$ cat config.mk
export PLATFORM = sky130hd
export DESIGN_NAME = cpu_datamem_arb
export DESIGN_NICKNAME = d
export VERILOG_FILES = /design/src/rtl/cpu_datamem_arb.sv
export SDC_FILE = /design/constraint.sdc
export NUM_CORES = 1
export LEC_CHECK = 0
export ABC_AREA = 1
export CAP_MARGIN = 20
export CORE_AREA = 3 3 494 496
export CTS_CLUSTER_SIZE = 25
export DETAILED_ROUTE_END_ITERATION = 10
export DIE_AREA = 0 0 497 499
export GPL_ROUTABILITY_DRIVEN = 0
export GPL_TIMING_DRIVEN = 0
export PLACE_DENSITY_LB_ADDON = 0.08
export SYNTH_ARGS = -nofsm -noshare
export SYNTH_HDL_FRONTEND = slang
export SYNTH_SLANG_ARGS = --single-unit
$ cat constraint.sdc
create_clock -name clk -period 7.4 [get_ports clk]
set_clock_uncertainty 0.15 [all_clocks]
set_input_delay 1.48 -clock clk [delete_from_list [all_inputs] [get_ports clk]]
set_output_delay 1.48 -clock clk [all_outputs]
set_load 0.05 [all_outputs]
$ cat src/rtl/cpu_datamem_arb.sv
// CPU-priority arbiter with per-accelerator request FIFOs in front of a single-ported data memory.
// Define ARB_STARVE_GUARD_EN to add the accelerator starvation counter and forced grant.
module cpu_datamem_arb #(
    parameter int NUM_ACCEL    = 2,
    parameter int ADDR_W       = 16,
    parameter int WORD_W       = 32,
    parameter int LINE_W       = 512,
    parameter int FIFO_DEPTH   = 4,
    parameter int STARVE_LIMIT = 8
) (
    input  logic                        clk,
    input  logic                        rst_n,
    input  logic                        cpu_req,
    input  logic                        cpu_wrt_en,
    input  logic [ADDR_W-1:0]           cpu_addr,
    input  logic [WORD_W-1:0]           cpu_wrt_data,
    output logic                        cpu_stall,
    output logic                        cpu_rd_valid,
    output logic [WORD_W-1:0]           cpu_rd_data,
    input  logic [NUM_ACCEL-1:0]        accel_req,
    input  logic [NUM_ACCEL-1:0]        accel_wrt_en,
    input  logic [NUM_ACCEL*ADDR_W-1:0] accel_addr,
    input  logic [NUM_ACCEL*WORD_W-1:0] accel_wrt_data,
    output logic [NUM_ACCEL-1:0]        accel_ready,
    output logic [NUM_ACCEL-1:0]        accel_rd_valid,
    output logic [LINE_W-1:0]           accel_rd_data,
    output logic [ADDR_W-1:0]           mem_addr,
    output logic [WORD_W-1:0]           mem_wrt_data,
    output logic                        mem_wrt_en,
    output logic                        mem_rd_en,
    input  logic [LINE_W-1:0]           mem_rd_data
);
    localparam int IDX_W   = (NUM_ACCEL > 1) ? $clog2(NUM_ACCEL) : 1;
    localparam int PTR_W   = $clog2(FIFO_DEPTH);
    localparam int CNT_W   = PTR_W + 1;
    localparam int ENTRY_W = 1 + ADDR_W + WORD_W;

    logic [ENTRY_W-1:0]   fifo_mem_r [NUM_ACCEL][FIFO_DEPTH];
    logic [PTR_W-1:0]     wr_ptr_r   [NUM_ACCEL];
    logic [PTR_W-1:0]     rd_ptr_r   [NUM_ACCEL];
    logic [CNT_W-1:0]     count_r    [NUM_ACCEL];
    logic [IDX_W-1:0]     rr_ptr_r;
    logic [NUM_ACCEL-1:0] not_empty_s;
    logic [NUM_ACCEL-1:0] push_s;
    logic [NUM_ACCEL-1:0] pop_s;
    logic                 any_pending_s;
    logic                 force_s;
    logic                 cpu_grant_s;
    logic                 accel_grant_s;
    logic [IDX_W-1:0]     rr_idx_s;
    logic [IDX_W:0]       cand_s;
    logic [ENTRY_W-1:0]   head_s;
    logic                 tag_valid_r;
    logic                 tag_cpu_r;
    logic [IDX_W-1:0]     tag_idx_r;

    // FIFO occupancy flags and accepted pushes
    always_comb begin
        for (int i = 0; i < NUM_ACCEL; i++) begin
            not_empty_s[i] = (count_r[i] != CNT_W'(0));
            accel_ready[i] = (count_r[i] != CNT_W'(FIFO_DEPTH));
            push_s[i]      = accel_req[i] && (count_r[i] != CNT_W'(FIFO_DEPTH));
        end
        any_pending_s = |not_empty_s;
    end

    // Round-robin search; descending scan so the candidate closest to rr_ptr_r wins
    always_comb begin
        rr_idx_s = IDX_W'(0);
        cand_s   = (IDX_W+1)'(0);
        for (int k = NUM_ACCEL - 1; k >= 0; k--) begin
            cand_s = {1'b0, rr_ptr_r} + (IDX_W+1)'(k);
            if (cand_s >= (IDX_W+1)'(NUM_ACCEL)) begin
                cand_s = cand_s - (IDX_W+1)'(NUM_ACCEL);
            end else begin
                cand_s = cand_s;
            end
            if (not_empty_s[cand_s[IDX_W-1:0]]) begin
                rr_idx_s = cand_s[IDX_W-1:0];
            end else begin
                rr_idx_s = rr_idx_s;
            end
        end
        head_s = fifo_mem_r[rr_idx_s][rd_ptr_r[rr_idx_s]];
    end

`ifdef ARB_STARVE_GUARD_EN
    localparam int SW = $clog2(STARVE_LIMIT + 1);
    logic [SW-1:0] starve_r;

    // Consecutive cycles an accelerator head has waited without a grant
    always_ff @(posedge clk or negedge rst_n) begin
        if (!rst_n) begin
            starve_r <= SW'(0);
        end else if (accel_grant_s || !any_pending_s) begin
            starve_r <= SW'(0);
        end else if (starve_r != SW'(STARVE_LIMIT)) begin
            starve_r <= starve_r + SW'(1);
        end else begin
            starve_r <= starve_r;
        end
    end

    assign force_s   = any_pending_s && (starve_r == SW'(STARVE_LIMIT));
    assign cpu_stall = cpu_req && !cpu_grant_s;
`else
    assign force_s   = 1'b0;
    assign cpu_stall = 1'b0;
`endif

    // Grant selection and memory port mux
    always_comb begin
        cpu_grant_s   = 1'b0;
        accel_grant_s = 1'b0;
        mem_addr      = {ADDR_W{1'b0}};
        mem_wrt_data  = {WORD_W{1'b0}};
        mem_wrt_en    = 1'b0;
        mem_rd_en     = 1'b0;
        if (force_s) begin
            accel_grant_s = 1'b1;
        end else if (cpu_req) begin
            cpu_grant_s = 1'b1;
        end else if (any_pending_s) begin
            accel_grant_s = 1'b1;
        end else begin
            accel_grant_s = 1'b0;
        end
        if (cpu_grant_s) begin
            mem_addr     = cpu_addr;
            mem_wrt_data = cpu_wrt_data;
            mem_wrt_en   = cpu_wrt_en;
            mem_rd_en    = !cpu_wrt_en;
        end else if (accel_grant_s) begin
            mem_wrt_en   = head_s[ENTRY_W-1];
            mem_rd_en    = !head_s[ENTRY_W-1];
            mem_addr     = head_s[WORD_W +: ADDR_W];
            mem_wrt_data = head_s[WORD_W-1:0];
        end else begin
            mem_wrt_en   = 1'b0;
        end
        for (int i = 0; i < NUM_ACCEL; i++) begin
            pop_s[i] = accel_grant_s && (rr_idx_s == IDX_W'(i));
        end
    end

    // FIFO storage, no reset needed since occupancy gates every read
    always_ff @(posedge clk) begin
        for (int i = 0; i < NUM_ACCEL; i++) begin
            if (push_s[i]) begin
                fifo_mem_r[i][wr_ptr_r[i]] <= {accel_wrt_en[i],
                                               accel_addr[i*ADDR_W +: ADDR_W],
                                               accel_wrt_data[i*WORD_W +: WORD_W]};
            end
        end
    end

    // FIFO pointers/counts, round-robin pointer and read-return tag
    always_ff @(posedge clk or negedge rst_n) begin
        if (!rst_n) begin
            for (int i = 0; i < NUM_ACCEL; i++) begin
                wr_ptr_r[i] <= PTR_W'(0);
                rd_ptr_r[i] <= PTR_W'(0);
                count_r[i]  <= CNT_W'(0);
            end
            rr_ptr_r    <= IDX_W'(0);
            tag_valid_r <= 1'b0;
            tag_cpu_r   <= 1'b0;
            tag_idx_r   <= IDX_W'(0);
        end else begin
            for (int i = 0; i < NUM_ACCEL; i++) begin
                if (push_s[i]) wr_ptr_r[i] <= wr_ptr_r[i] + PTR_W'(1);
                if (pop_s[i])  rd_ptr_r[i] <= rd_ptr_r[i] + PTR_W'(1);
                if (push_s[i] && !pop_s[i]) begin
                    count_r[i] <= count_r[i] + CNT_W'(1);
                end else if (!push_s[i] && pop_s[i]) begin
                    count_r[i] <= count_r[i] - CNT_W'(1);
                end else begin
                    count_r[i] <= count_r[i];
                end
            end
            if (accel_grant_s) begin
                rr_ptr_r <= (rr_idx_s == IDX_W'(NUM_ACCEL - 1)) ? IDX_W'(0) : rr_idx_s + IDX_W'(1);
            end
            tag_valid_r <= mem_rd_en;
            tag_cpu_r   <= cpu_grant_s;
            tag_idx_r   <= rr_idx_s;
        end
    end

    // Route the returned line to whichever requester the tag names
    always_comb begin
        cpu_rd_valid = tag_valid_r && tag_cpu_r;
        cpu_rd_data  = cpu_rd_valid ? mem_rd_data[WORD_W-1:0] : {WORD_W{1'b0}};
        for (int i = 0; i < NUM_ACCEL; i++) begin
            accel_rd_valid[i] = tag_valid_r && !tag_cpu_r && (tag_idx_r == IDX_W'(i));
        end
        accel_rd_data = (tag_valid_r && !tag_cpu_r) ? mem_rd_data : {LINE_W{1'b0}};
    end
endmodule

# Yosys cells after proc, flatten, opt, wreduce, memory -nomap -nowiden
# Memory sizes are Yosys's and may differ from the RTL's.
# Index checks and enable logic that the tools add are counted.
# word_totals
regBits	18
ramBits	392
in_bits	664
out_inout_bits	600
elab_cells	107
mem_count	1
# memory_table
memory	depth	word_bits	rd	rd_ports_with_merged_regs	write_ports	line	rtl
fifo_mem_r	2	196	1	0	2	38	logic [ENTRY_W-1:0] fifo_mem_r [NUM_ACCEL][FIFO_DEPTH];
# op_classes
addsub	12
n_lt_le_gt_ge	10
n_eq_ne	2
muxes	40
n_bitwise	6
n_reduce_logical	26
# op_table
operator	count
$mux W512	1
$mux W196	2
$demux W49 S2	2
$mux W49	4
$bmux W49 S2	1
$mux W32	3
$mux W16	2
$mux W1	18
$logic_and A1 B1 Y1	14
$mux W3	4
$ge A3 B3 Y1 const B	3
$not A2 Y3	3
$add A2 B1 Y2 const B	4
$logic_not A1 Y1	7
$add A3 B1 Y3 const B	2
$lt A3 B1 Y1 const B	2
$mux W2	3
$ne A3 B3 Y1 const B	2
$reduce_bool A3 Y1	2
$sub A3 B1 Y3 const B	2
$ge A2 B2 Y1 const B	2
$lt A1 B2 Y1 const B	2
$reduce_bool A2 Y1	2
$add A1 B1 Y2 const B	1
other kinds (6)	8

# Logic depth before layout (Yosys ltp)
# Gate-level depths: netlist (run 1).
# depth
ltp_word	18
depth_mapped	14
depth_no_buf	13

# Least setup slack after synthesis (run 1)
# Ideal clock, no wire load.
# synth_path
kind	input to register
from	input port accel_req[1]
to	memory fifo_mem_r[1][0] (netlist name), enable pin
setup_time_ns	0.456
t_arrival_ns	3.714
required_time_ns	6.794
path_slack_ns	3.080
cell_stages	2
path_buffers	0
path_cell_list	nand2_1 nor2_1
# synth_rtl
element	line	rtl
from (decl)	20	input logic [NUM_ACCEL-1:0] accel_req,
to (decl)	38	

# Worst setup path in the final report (run 1)
# layout_path
from	input port cpu_req
to	output port mem_addr[11]
# layout_between
elab_chain_len	3
elab_cells_between_ends	4
classes_between	4 x mux
# layout_rtl
element	line	rtl
from (decl)	13	input logic cpu_req,
$mux W1	121	end else if (cpu_req) begin
$mux W16	133	end else if (accel_grant_s) begin
$mux W16 *	128	if (cpu_grant_s) begin
to (decl)	27	output logic [ADDR_W-1:0] mem_addr,
# Every way passes the cells marked *; elsewhere a longest branch is shown, timed or not.

==> results.toml, run 1 <==
[sta]
slew_viol_final = 0
relSlewSlack_pct = 17.9
rsz0062_at_grt = "no"
setup_viol_count_final = 0
finalCriticalPeriod_ns = 7.12
timing.hold.ws_ns = 0.316
max_freq_mhz = 140
fin_ws_ns = 0.282
hold_viol = 0
post-route-period-util_pct = 96.2
worstMarginPinSlew_ns = 1.23

[yosys]
synth_cell_type_count = 28
syn-cell-area_sq_um = 22800
synth_seq_cells = 410
async_flop_share_pct = 4.39
syn-num-nets = 3607
synth_ff_type = "edfxtp_1"
synth_area_leader_cell = "edfxtp_1"
synth_edf_count = 392
synth_seq_area_share_pct = 53.7
synth_cells = 2931
synth_top_area_share_pct = 51.7
synth_warnings = 0
netlist_top_cells_area = "edfxtp_1 (52%), inv_1 (12%), nand2_1 (12%)"
avgSynthCellArea_sq_um = 7.76

[power]
irDropWorstVdd_mv = 0.179
power_leakage_uw = 0.0181
p_per_area_nw_per_um2 = 401
p_total_uw = 16900

[global_route]
gr-usage-all-layers_pct = 23.8
grt_max_degree = 22
antenna_found_initial = 227
grt_pass1_vias = 25900
grt_first_pass_wirelength_mm = 365
overflow = 0

[critical_path]
worstSetupEndpointType = "output port"
setup.worst_path.end = "mem_addr[11]"
path_delay_family = "buffers and inverters"
cp-start-kind = "input pin"
required_ns = 5.77
critical-path-slowest-cell = "clkdlybuf4s50_1"
cp_num_cells = 9
rr_worst_depth = 14
critPathMaxFanout = 10
criticalPathCategory = "input pin to output port"
worst-endpoint-arrival_ns = 5.49
r2r_slack_ns = 4.15
cp_cell_sequence = "clkdlybuf4s50_1, clkbuf_1, inv_1, o21ai_1, clkinv_1, clkbuf_1, nand3_1, nand2_1, clkdlybuf4s50_1"
cp_slowest_stage_delay_ns = 0.76
critPathLaunch = "cpu_req"
regToRegStartpoint = "count_r[3]"
worst_r2r_endpoint = "count_r[5]"
worst-path-buf-inv = 6

[clock_network]
clock_latency_ns = 0.61
cts_sinks = 410
htreeDepth = 2
path_clk_slew_ns = 0.06
root_buffer = "clkbuf_16"
clk_path_buf_depth = 3
cts_buffers = 53
cts_hold_buf = 0
cts_tree = "built"
post_cts.repair.setup_buffers = 0
cts.repair.resized = 0

[detailed_routing]
first_pass_iters = 7
drt-vias-per-instance = 3.52
wl_mm = 308
routed_wire_length_per_instance_microns = 40.4
first_iter_violations = 2208
vias = 26800
drc = 0
drtAntennaViolNets = 0

[final_layout]
synthToLayoutAreaGrowth_pct = 85.8
num-nets-final = 4972
drive_gt1_share_pct = 4.68

[min_path]
hp-class = "flip-flop to flip-flop"

[die]
dieWidth_microns = 497
die_h_microns = 499
core_area_sq_um = 240000
std_cell_rows = 180
die_area_sq_um = 248000
io_pins = 1264
initial_utilization_pct = 9.48

[placed_design]
pre_cts_ws_ns = 0.133
place_hpwl_mm = 276
io_buffers = 1262

[flow_run]
max_cap_violations = 0

[run_status]
status = "completed"
## worst register-to-register path: stages (launching register included)
cell     delay (ns)
dfrtp_1        0.43
nor2_1         0.17
nand2_1        0.18
nand2_2        0.15
nand2_4        0.10
inv_2          0.13
buf_2          0.42
nor2_1         0.19
inv_1          0.18
ha_1           0.17
inv_1          0.06
fa_1           0.37
a21oi_1        0.14
o21ai_0        0.12
xor2_1         0.16
## Yosys cell counts (all sizes together), types with 3 or more instances
cell type	n
nand3b	144
a21oi	3
xor2	7
nand2	728
inv	731
edfxtp	392
xnor2	3
dfrtp	18
ha	10
clkbuf	81
o21ai	7
buf	75
nor2	599
nand3	127
## sequential cells by signal, summed over array words and instances (netlist names)
signal and count:
tag_valid_r 1, count_r 6, rd_ptr_r 4, tag_idx_r 1, fifo_mem_r 392, rr_ptr_r 1, tag_cpu_r 1, wr_ptr_r 4
## kinds of logic (layout without fill, tap and decap cells)
kind of cell,count (synthesis),in the layout,synth area share (%)
and+or+nand+nor,1599,1599,29.6
buffers and inverters,888,2290,15.3
DFF,410,410,53.7
adders and majority gates,12,12,0.726
AOI/OAI and AO/OA,10,10,0.236
xor gates and xnor gates,10,10,0.385
other,1,96,0.0165
muxes,1,1,0.0495
## metal layers
layer / track usage, % / vias up / share of wire (%)
met3: 9.09 / 514 / 8.9
met1: 25.9 / 13200 / 37
met4: 14.2 / 48 / 7.1
li1: - / 11500 / -
met2: 39.4 / 1550 / 47
met5: 0 / - / 0.099
## through the flow
step           area, sq um  util (%)  std cells  setup TNS (ns)
2_1_floorplan        22800         -       2931               0
6_report             42300      17.6       7613               0
4_1_cts              42000      17.5       7515               0
3_5_place_dp         40500      16.9       7423               0
3_3_place_gp         39400      16.4       7378         -460.67
5_1_grt              42200      17.6       7582               0
## cell usage in the layout (no fill, tap or decap), drive strengths merged
cell type / n
nand3: 127
conb: 1
o21ai: 7
nor2: 599
nand2: 728
clkbuf: 149
ha: 10
xnor2: 3
buf: 124
clkdlybuf4s50: 1261
clkinv: 23
edfxtp: 392
a21oi: 3
inv: 733
xor2: 7
dfrtp: 18
nand3b: 144
mux2: 1
or2: 1
diode: 95
fa: 2
## cell type report
cell class                      instances  area (sq um)
Inverter                              732          2750
Buffer                                156           731
Clock inverter                         24           108
Antenna cell                           95           238
Tap cell                             3185          3990
Sequential cell                       410         12200
Fill cell                           27200        198000
Multi-Input combinational cell       1633          7120
Clock buffer                           68          1430
Timing Repair Buffer                 1310         13700
## report_power, final
group          internal, uW  total (uW)  switching, uW
clock                  1340        2420           1080
sequential             3060        3180            118
combinational          2970       11300           8360
total                  7380       16900           9560
## worst min-delay path by stage
| stage | from | end | cells past startpoint | slack (ns) |
|---|---|---|---|---|
| after global placement | rd_ptr_r[1] | rd_ptr_r[1] | 1 | 0.31 |
| final | rd_ptr_r[1] | rd_ptr_r[1] | 1 | 0.32 |
| after detailed placement | rd_ptr_r[1] | rd_ptr_r[1] | 1 | 0.31 |
| after global routing | rd_ptr_r[1] | rd_ptr_r[1] | 1 | 0.34 |
| after floorplan | rd_ptr_r[1] | rd_ptr_r[1] | 1 | 0.29 |
| after CTS | rd_ptr_r[1] | rd_ptr_r[1] | 1 | 0.32 |
Power figures use the tool's default switching activity.
==> run 2, diff against run 1 <==
CAP_MARGIN = 40   (was 20)
SKIP_CTS_REPAIR_TIMING = 1   (was not set)
==> run 2 against run 1 <==
  * Clock power hardly changed
  * Global-route usage hardly changed
  * Maximum frequency is 10% higher
  * Cell count is 0.72% higher
  * Register-to-register slack worse by 0.12 ns
  * Via count hardly changed
  * First-iteration DRC count is 7.7% lower
  * Highest routed layer unchanged
==> results.toml, run 2 (synthesis results as in run 1) <==
[min_path]
hp-class = "flip-flop to flip-flop"
hold_end = "rd_ptr_r[1]"
holdCritStartpoint = "rd_ptr_r[1]"
holdPathStages = 1

[power]
p_per_area_nw_per_um2 = 397
power_leakage_uw = 0.0185
p_sw_share_pct = 55.8
p_int_uw = 7620
power_switching_uw = 9600
p_clk_share_pct = 14.0
power_frac_seq_pct = 18.5
irDropWorstVdd_mv = 0.186
pwr-share-comb_pct = 67.6

[die]
dieWidth_microns = 497
std_cell_rows = 180
die_h_microns = 499
core_area_sq_um = 240000
initial_utilization_pct = 9.48
io_pins = 1264
die_area_sq_um = 248000

[clock_network]
clk_path_buf_depth = 3
htreeDepth = 2
cts_tree = "built"
root_buffer = "clkbuf_16"
cts_buffers = 53
cts_sinks = 410
path_clk_slew_ns = 0.06
clock_latency_ns = 0.61

[final_layout]
synthToLayoutAreaGrowth_pct = 90.4
stdcell_count = 7668
largest_reg_flops = 392
stdcell_area_sq_um = 43300
most-common-layout-cells = "clkdlybuf4s50_1 (1261), inv_1 (727), nand2_1 (724)"
num-nets-final = 5025
final_common_cell = "clkdlybuf4s50_1"
drive_gt1_share_pct = 5.77

[critical_path]
r2r_slack_ns = 4.03
required_ns = 5.77
worst-endpoint-arrival_ns = 4.83
regToRegStartpoint = "count_r[3]"
critPathMaxFanout = 10
rr_worst_depth = 14
criticalPathCategory = "input pin to output port"
worst_r2r_endpoint = "count_r[5]"
cp-start-kind = "input pin"
worstSetupEndpointType = "output port"

[detailed_routing]
routed_wire_length_per_instance_microns = 40.1
drtAntennaViolNets = 0
vias = 26800
drc = 0
first_iter_violations = 2039
wl_mm = 307
drt-vias-per-instance = 3.49
first_pass_iters = 6

[placed_design]
post_dp_cell_area_sq_um = 41500
dp.cells = 7473
place_hpwl_mm = 277
io_buffers = 1262

[global_route]
gr-usage-all-layers_pct = 23.8
grt_first_pass_wirelength_mm = 365
antenna_found_initial = 222
grt_pass1_vias = 26300
grt_max_degree = 20
overflow = 0

[sta]
setup_viol_count_final = 0
rsz0062_at_grt = "no"
worstMarginPinSlew_ns = 0.987
finalCriticalPeriod_ns = 6.46
post-route-period-util_pct = 87.3
relSlewSlack_pct = 34.0
max_freq_mhz = 155
hold_viol = 0
slew_viol_final = 0

[run_status]
status = "completed"

[flow_run]
max_cap_violations = 0
==> run 2: power by group through the flow <==
| stage | registers, uW | logic [uW] | clock network [uW] |
|---|---|---|---|
| after floorplan | 3230 | 5710 | 0 |
| after global placement | 3340 | 11200 | 0 |
| after detailed placement | 3230 | 11800 | 0 |
| after CTS | 3180 | 11900 | 2500 |
| after global routing | 3220 | 12300 | 2580 |
| final | 3180 | 11600 | 2400 |
==> run 2: layout make-up <==
class,instances,area [sq um]
buffer,156,731
fill,27300,197000
multi-input combinational,1633,7120
antenna,97,243
clock buffer,71,1390
inverter,732,2750
tap,3185,3990
timing repair buffer,1363,14800
sequential,410,12200
clock inverter,21,115
==> run 2: worst max path at each step <==
stage | from | end
6_report | cpu_req | mem_wrt_data[24]
4_1_cts | cpu_req | mem_addr[7]
3_3_place_gp | accel_req[0] | fifo_mem_r[0][138]
3_5_place_dp | cpu_req | mem_addr[7]
2_1_floorplan | accel_req[1] | fifo_mem_r[1][0]
5_1_grt | cpu_req | mem_rd_en
==> run 2: per-layer routing <==
layer | vias to the layer above | routed length [microns] | global-route usage (%)
met5 | - | 300 | 0
met4 | 44 | 20700 | 13.3
met3 | 527 | 27000 | 8.63
met2 | 1562 | 144000 | 40.0
met1 | 13000 | 115000 | 26.0
li1 | 11600 | - | -
==> run 2: worst max-delay path, cell delays in order <==
cell and delay, ns:
clkdlybuf4s50_1 0.42, clkbuf_1 0.16, buf_6 0.18, inv_1 0.11
o21ai_1 0.09, clkinv_1 0.25, clkbuf_1 0.68, nand3_1 0.27
nand2_1 0.29, clkdlybuf4s50_1 0.87
==> run 2: per-stage QoR <==
step	hold slack (ns)	total power (uW)	TNS, ns	util [%]	setup slack [ns]
after floorplan	0.292	8940	0	-	3.08
after global placement	0.307	14600	-460.67	16.4	-1.47
after detailed placement	0.311	15100	0	17.3	0.859
after CTS	0.321	17500	0	17.9	0.853
after global routing	0.335	18100	0	18.0	0.778
final	0.321	17200	0	18.0	0.940
